`config.mk`:
```
export PLATFORM = sky130hd
export DESIGN_NAME = lim_dec_countdown
export DESIGN_NICKNAME = d
export VERILOG_FILES = /design/src/rtl/lim_dec_countdown.sv
export SDC_FILE = /design/constraint.sdc
export NUM_CORES = 1
export LEC_CHECK = 0
export CAP_MARGIN = 20
export CORE_MARGIN = 8
export CORE_UTILIZATION = 53
export DETAILED_ROUTE_END_ITERATION = 7
export PLACE_DENSITY = 0.85
export SLEW_MARGIN = 30
export SYNTH_ARGS = -nofsm -noshare
export SYNTH_HDL_FRONTEND = slang
export SYNTH_SLANG_ARGS = --single-unit
```
`constraint.sdc`:
```
create_clock -name clk -period 2.55 [get_ports clk]
set_input_delay 0.255 -clock clk [delete_from_list [all_inputs] [get_ports clk]]
set_output_delay 0.255 -clock clk [all_outputs]
set_load 0.05 [all_outputs]
```
`src/rtl/lim_dec_countdown.sv`:
```
// ---------------------------------------------------------------------------
// lim_dec_countdown
//
// Cascaded modulo-L down-counter for an mm:ss countdown timer. There are four
// 4-bit digits {d3,d2,d1,d0}. A digit that borrows at 0 wraps to its own limit
// Lx. An internal prescaler produces one decrement tick every TICK_DIV clocks
// while running.
//
// Optional feature, selected by the macro COUNTDOWN_AUTORELOAD_EN:
//   When the count reaches 0 on a tick, the last loaded (clamped) value is
//   reloaded on the same edge and the timer keeps running. tc_pulse still
//   fires and done never asserts. If the reload value is 0, the timer stops
//   in DONE as it does without the macro.
//
// Parameters:
//   TICK_DIV  clk cycles per decrement tick (>= 2)
//   L0..L3    per-digit limit, each in 1..15
//
// Ports:
//   clk         system clock, rising edge
//   reset       synchronous, active-high reset
//   load        1-cycle pulse: load clamped load_val, enter IDLE
//   load_val    {d3,d2,d1,d0} value to load
//   start_stop  1-cycle pulse: start / pause / resume / acknowledge
//   count       current {d3,d2,d1,d0}
//   running     1 while in RUN
//   done        1 while in DONE
//   tc_pulse    1-cycle pulse on the edge where a tick brings count to 0
// ---------------------------------------------------------------------------
module lim_dec_countdown #(
    parameter int unsigned TICK_DIV = 100_000_000,
    parameter logic [3:0]  L0       = 4'd9,
    parameter logic [3:0]  L1       = 4'd5,
    parameter logic [3:0]  L2       = 4'd9,
    parameter logic [3:0]  L3       = 4'd5
) (
    input  logic        clk,
    input  logic        reset,
    input  logic        load,
    input  logic [15:0] load_val,
    input  logic        start_stop,
    output logic [15:0] count,
    output logic        running,
    output logic        done,
    output logic        tc_pulse
);

    localparam int unsigned   PW         = $clog2(TICK_DIV);
    localparam logic [PW-1:0] PRESC_LAST = PW'(TICK_DIV - 1);
    localparam logic [15:0]   LIM_V      = {L3, L2, L1, L0};

    typedef enum logic [1:0] {
        ST_IDLE,
        ST_RUN,
        ST_PAUSE,
        ST_DONE
    } state_t;

    state_t        state_q, state_d;
    logic [15:0]   count_q, count_d;
    logic [PW-1:0] presc_q, presc_d;
    logic          tc_q, tc_d;
    logic          running_q, running_d;
    logic          done_q, done_d;
`ifdef COUNTDOWN_AUTORELOAD_EN
    logic [15:0]   reload_q, reload_d;
`endif

    logic [15:0]   clamp_val;
    logic [15:0]   dec_val;
    logic          tick;

    // Per-digit clamp and decrement. A digit sees a borrow-in exactly when
    // every lower digit is zero, so each borrow is computed directly from the
    // lower bits rather than rippled through a chain.
    genvar gi;
    generate
        for (gi = 0; gi < 4; gi++) begin : g_digit
            localparam logic [15:0] LOW_MASK = 16'((32'd1 << (gi * 4)) - 32'd1);
            logic [3:0] lim;
            logic [3:0] dig;
            logic [3:0] ld;
            logic       borrow_in;

            assign lim       = LIM_V[gi*4 +: 4];
            assign dig       = count_q[gi*4 +: 4];
            assign ld        = load_val[gi*4 +: 4];
            assign borrow_in = ((count_q & LOW_MASK) == 16'd0);

            assign clamp_val[gi*4 +: 4] = (ld > lim) ? lim : ld;
            assign dec_val[gi*4 +: 4]   = !borrow_in    ? dig :
                                          (dig == 4'd0) ? lim :
                                                          dig - 4'd1;
        end
    endgenerate

    assign tick = (state_q == ST_RUN) && (presc_q == PRESC_LAST);

    always_comb begin
        state_d  = state_q;
        count_d  = count_q;
        presc_d  = presc_q;
        tc_d     = 1'b0;
`ifdef COUNTDOWN_AUTORELOAD_EN
        reload_d = reload_q;
`endif

        if (load) begin
            // load takes priority over start_stop in every state
            count_d  = clamp_val;
            presc_d  = '0;
            state_d  = ST_IDLE;
`ifdef COUNTDOWN_AUTORELOAD_EN
            reload_d = clamp_val;
`endif
        end else begin
            unique case (state_q)
                ST_IDLE: begin
                    if (start_stop && (count_q != 16'd0)) begin
                        state_d = ST_RUN;
                    end
                end
                ST_RUN: begin
                    if (tick) begin
                        presc_d = '0;
                        count_d = dec_val;
                        if (dec_val == 16'd0) begin
                            tc_d = 1'b1;
`ifdef COUNTDOWN_AUTORELOAD_EN
                            if (reload_q != 16'd0) begin
                                count_d = reload_q;
                                if (start_stop) begin
                                    state_d = ST_PAUSE;
                                end
                            end else begin
                                state_d = ST_DONE;
                            end
`else
                            // terminal count swallows a coincident start_stop
                            state_d = ST_DONE;
`endif
                        end else if (start_stop) begin
                            state_d = ST_PAUSE;
                        end
                    end else begin
                        presc_d = presc_q + 1'b1;
                        if (start_stop) begin
                            state_d = ST_PAUSE;
                        end
                    end
                end
                ST_PAUSE: begin
                    if (start_stop) begin
                        state_d = ST_RUN;
                    end
                end
                ST_DONE: begin
                    if (start_stop) begin
                        state_d = ST_IDLE;
                    end
                end
                default: begin
                    state_d = ST_IDLE;
                end
            endcase
        end

        // status flags are registered copies of the next state
        running_d = (state_d == ST_RUN);
        done_d    = (state_d == ST_DONE);
    end

    always_ff @(posedge clk) begin
        if (reset) begin
            state_q   <= ST_IDLE;
            count_q   <= '0;
            presc_q   <= '0;
            tc_q      <= 1'b0;
            running_q <= 1'b0;
            done_q    <= 1'b0;
`ifdef COUNTDOWN_AUTORELOAD_EN
            reload_q  <= '0;
`endif
        end else begin
            state_q   <= state_d;
            count_q   <= count_d;
            presc_q   <= presc_d;
            tc_q      <= tc_d;
            running_q <= running_d;
            done_q    <= done_d;
`ifdef COUNTDOWN_AUTORELOAD_EN
            reload_q  <= reload_d;
`endif
        end
    end

    assign count    = count_q;
    assign running  = running_q;
    assign done     = done_q;
    assign tc_pulse = tc_q;

endmodule

```
# After elaboration in Yosys (flattened, before gate mapping)
# Index checks and enable logic that the tools add are counted.
[classes] n_addsub=5 mul=0 div=0 order_cmp=4 eq_ne=6 shift=0 n_mux=24 bitwise_logic=2 n_reduce_logical=17
[ops] cell="$logic_not A16 Y1" n=4
[ops] cell="$mux W16" n=3
[ops] cell="$mux W4" n=11
[ops] cell="$add A27 B1 Y27 const B" n=1
[ops] cell="$eq A27 B27 Y1 const B" n=1
[ops] cell="$mux W27" n=1
[ops] cell="$logic_not A4 Y1" n=4
[ops] cell="$reduce_bool A16 Y1" n=1
[ops] cell="$sub A4 B1 Y4 const B" n=4
[ops] cell="$mux W2" n=7
[ops] cell="$gt A4 B3 Y1 const B" n=2
[ops] cell="$gt A4 B4 Y1 const B" n=2
[ops] cell="$pmux W2 S4" n=1
[ops] cell="$eq A2 B2 Y1 const B" n=3
[ops] cell="$eq A2 B1 Y1 const B" n=2
[ops] cell="$reduce_bool A2 Y1" n=2
[ops] cell="$reduce_or A4 Y1" n=1
[ops] cell="$logic_and A1 B1 Y1" n=2
[ops] cell="$logic_not A2 Y1" n=1
[ops] cell="$not A1 Y1" n=2
[ops] cell="$reduce_and A2 Y1" n=1
[ops] cell="$reduce_or A2 Y1" n=1
[ops] cell="$mux W1" n=1
[word_totals] regBits=48 latch_bits=0 mem_bits_rw=0 romBits=0 in_bits=20 word_cells=64 n_memories=0

# Logic depth before layout (Yosys ltp)
[depth] depth_word=9 depth_mapped=8

# Worst setup path before layout
# No wires, ideal clock.
[synth_path] path_kind="reg-to-reg" start="register presc_q[0]" end="register count_q[8], in the netlist count[8]" t_arrival_ns=1.953 t_required_ns=2.435 slack_ns=0.482 stages_incl_launch_ff=8 cell_sequence="dfxtp_1 ha_1 nand4b_2 or4_4 buf_6 o21ai_0 a21boi_0 o21ba_2"
[synth_via] elab_chain_len=4
[synth_lines] element="from (decl)" line_no="61" rtl="logic [PW-1:0] presc_q, presc_d;"
[synth_lines] element="from (signal assigned)" line_no="187" rtl="presc_q <= presc_d;"
[synth_lines] element="$eq A27 B27 Y1" line_no="97" rtl="assign tick = (state_q == ST_RUN) && (presc_q == PRESC_LAST);"
[synth_lines] element="$logic_and A1 B1 Y1" line_no="97"
[synth_lines] element="$reduce_bool A2 Y1 (no line)"
[synth_lines] element="$reduce_and A2 Y1 (no line)"
[synth_lines] element="to (signal assigned)" line_no="186" rtl="count_q <= count_d;"
[synth_lines] element="to (decl)" line_no="60" rtl="logic [15:0] count_q, count_d;"
# Every way passes these cells.
# A chain may end at the register's enable or synchronous reset.

# Worst setup path after layout
[layout_path] start="register presc_q[0]" end="register done_q, in the netlist done"
[layout_via] elab_chain_len=6
[layout_lines] element="$eq A27 B27 Y1" line_no="97"
[layout_lines] element="$logic_and A1 B1 Y1" line_no="97"
[layout_lines] element="$mux W2" line_no="124" rtl="if (tick) begin"
[layout_lines] element="$pmux W2 S4" line_no="117" rtl="unique case (state_q)"
[layout_lines] element="$mux W2" line_no="108" rtl="if (load) begin"
[layout_lines] element="$eq A2 B2 Y1" line_no="170" rtl="done_d = (state_d == ST_DONE);"
[layout_lines] element="to (signal assigned)" line_no="190" rtl="done_q <= done_d;"
[layout_lines] element="to (decl)" line_no="64" rtl="logic done_q, done_d;"
# Every way passes these cells.

==> flow_summary.ini <==
[timing]
grt_setup_unrepaired = no
worstMarginPinSlew_ns = 0.640
finClkSkew_ns = 0.00928
hold_viol_final = 0
slew_violations = 0
min_period_ns = 2.24
timing.fmax_mhz = 447
setup_viol = 0
timing.final.crit_share_pct = 87.7
slew_headroom_pct = 56.9
fin_setup_tns_ns = 0

[power_and_ir_drop]
p_int_mw = 1.15
p_seq_share_pct = 50.7
leakagePower_nw = 1.01
switchingPower_uw = 404
switching_share_pct = 25.9
vdd_drop_max_v = 0.000324
power_density_mw_per_mm2 = 514
comb_power_share_pct = 14.7
clockPowerShare_pct = 34.6

[cells_and_area]
multi_input_area_mm2 = 0.00141
diodes = 0
layout-drive-gt1-share_pct = 8.85
layout.nets = 359
finalNonFillerCells = 393
final_cell_mix = 48 x nor2_1, 48 x dfxtp_1, 38 x clkdlybuf4s50_1
nFillCells = 397
seqCellArea_um2 = 961
syn2layout_area_growth_pct = 22.9

[setup_path]
ff2ff_path_depth = 5
crit_type = reg -> reg
path_max_fanout = 12
cp.depth = 5
cp_slowest_cell = or4_4
path_cells = ha_1, nand4b_2, or4_4, or4_1, a21oi_1
cp_num_buf_inv = 0
slowest_delay_ns = 0.69
cp-end-kind = register
crit_required_ns = 2.78
cp.arrival_ns = 2.46
cp_top_family = simple AND/OR/NAND/NOR gates
start_kind = register

[yosys]
synth_area_mm2 = 0.00246
async_flop_share_pct = 0
yosysWarnings = 0
synth_ff_type = dfxtp_1
syn_avg_cell_area_um2 = 8.29
synth_edf_count = 0
synth_top_cell_area_share_pct = 39.0
synthTopCellsByArea = dfxtp_1 39%, xnor2_1 7.8%, nor2_1 7.3%
seq_area_frac_synth_pct = 39.0
yosysTopAreaCell = dfxtp_1
ys_ff_latch = 48
yosysUniqueCellTypes = 45
synthCells = 297
synth.net_count = 318

[placed_design]
gp_congestion = 0.846
hpwlAfterDp_mm = 4.21
portBuffers = 38
dp_cells = 385

[route]
wl_per_cell_um = 14.5
vias_per_cell = 5.64
drt.antenna.violating_nets = 0
remaining_drc_errors = 0
drtPass1Iterations = 4
drt_wl_total_mm = 5.68
vias = 2218
drt_iter0_drc = 88

[global_routing]
grt_pass1_wl_mm = 9.82
grt_overflow = 0
track_usage_pct = 16.4
grt_pass1_vias = 2196
antenna_found_initial = 0
grt_max_degree = 25

[floorplan]
rows = 25
core_mm2 = 0.00460
die-width_um = 84.2
die_h_um = 84.2
io_pins = 39
start_util_pct = 53.6
die_area_mm2 = 0.00709

[clocking]
cts_tree = built
insertion_delay_ns = 0.30
cts_root_buf = clkbuf_8
clock-sinks = 48
clockBufferDepth = 2
path_clk_slew_ns = 0.09
cts_inserted_buffers = 5
hold_buffers = 0
h-tree-depth = 2
cts_resized = 0
post-cts-setup-buffers = 0

[min_path]
hold_depth = 2
hold_path_class = reg -> reg

[status]
outcome = completed

[job]
maxCapViolCount = 0
## cell type report
type | instances | share of cell area [%]
Clock inverter | 2 | 1.16
Inverter | 12 | 1.49
Timing Repair Buffer | 46 | 14.6
Multi-Input combinational cell | 225 | 46.4
Sequential cell | 48 | 31.7
Tap cell | 54 | 2.23
Clock buffer | 6 | 2.40
## worst paths after layout
| path | end | from | slack, ns |
|---|---|---|---|
| min | count[15] | count[15] | 0.46 |
| max reg2reg | done | presc_q[0] | 0.31 |
| min reg2reg | count[15] | count[15] | 0.46 |
| max | done | presc_q[0] | 0.31 |
## metal layers
| layer | track usage (%) | share of wire, % |
|---|---|---|
| met5 | 0 | 0 |
| met4 | 7.38 | 2.2 |
| met3 | 6.39 | 7.5 |
| met2 | 25.8 | 46 |
| met1 | 19.1 | 44 |
## tightest hold or removal path: stages (launching register included)
cell     delay (ns)
dfxtp_1        0.33
nand2_1        0.06
a21oi_1        0.03
## power by group through the flow
stage / Clock [mW] / Sequential [mW] / Combinational [mW]
5_1_grt: 0.577 / 0.792 / 0.248
3_3_place_gp: 0 / 0.806 / 0.225
4_1_cts: 0.547 / 0.789 / 0.229
3_5_place_dp: 0 / 0.806 / 0.227
6_report: 0.539 / 0.789 / 0.229
2_1_floorplan: 0 / 0.853 / 0.0875
## state kept, by name, indices dropped and copies added (netlist names)
signal / flops
presc_q: 27
tc_pulse: 1
count: 16
state_q: 2
running: 1
done: 1
## cells in the mapped netlist, drive strengths merged, types with 2 or more instances
library cell / number
o21ba: 2
o31a: 2
dfxtp: 48
nand2b: 3
nand4b: 2
nor3b: 2
xor2: 8
nor4: 16
nor3: 13
o21ai: 9
xnor2: 22
a21o: 4
nor2: 48
or2: 3
clkbuf: 10
mux2i: 5
and3: 4
nor4b: 3
o21a: 5
nand4: 7
a21oi: 12
a211oi: 4
buf: 2
nor2b: 5
nand3: 16
or4: 5
inv: 11
nand2: 18
## kinds of logic after synthesis
logic type | count (synthesis) | share of synthesized area (%)
adder cells (fa/ha/maj) | 1 | 0.508
XOR/XNOR | 30 | 10.7
multiplexers | 5 | 2.03
AO/OA/AOI/OAI | 41 | 10.9
buffers and inverters | 24 | 3.96
AND/OR/NAND/NOR | 148 | 33.0
flip-flops | 48 | 39.0
## per-stage QoR
| step | cell area (um2) | power, mW | utilization [%] | setup slack (ns) | hold slack, ns |
|---|---|---|---|---|---|
| after floorplan | 2460 | 0.940 | - | 0.482 | 0.364 |
| after global placement | 2920 | 1.03 | 63.5 | 0.410 | 0.442 |
| after detailed placement | 2920 | 1.03 | 63.5 | 0.341 | 0.454 |
| after CTS | 3030 | 1.57 | 65.8 | 0.316 | 0.467 |
| after global routing | 3030 | 1.62 | 65.8 | 0.126 | 0.476 |
| final | 3030 | 1.56 | 65.8 | 0.315 | 0.462 |
Note: power is estimated with default switching activity, not from simulation.
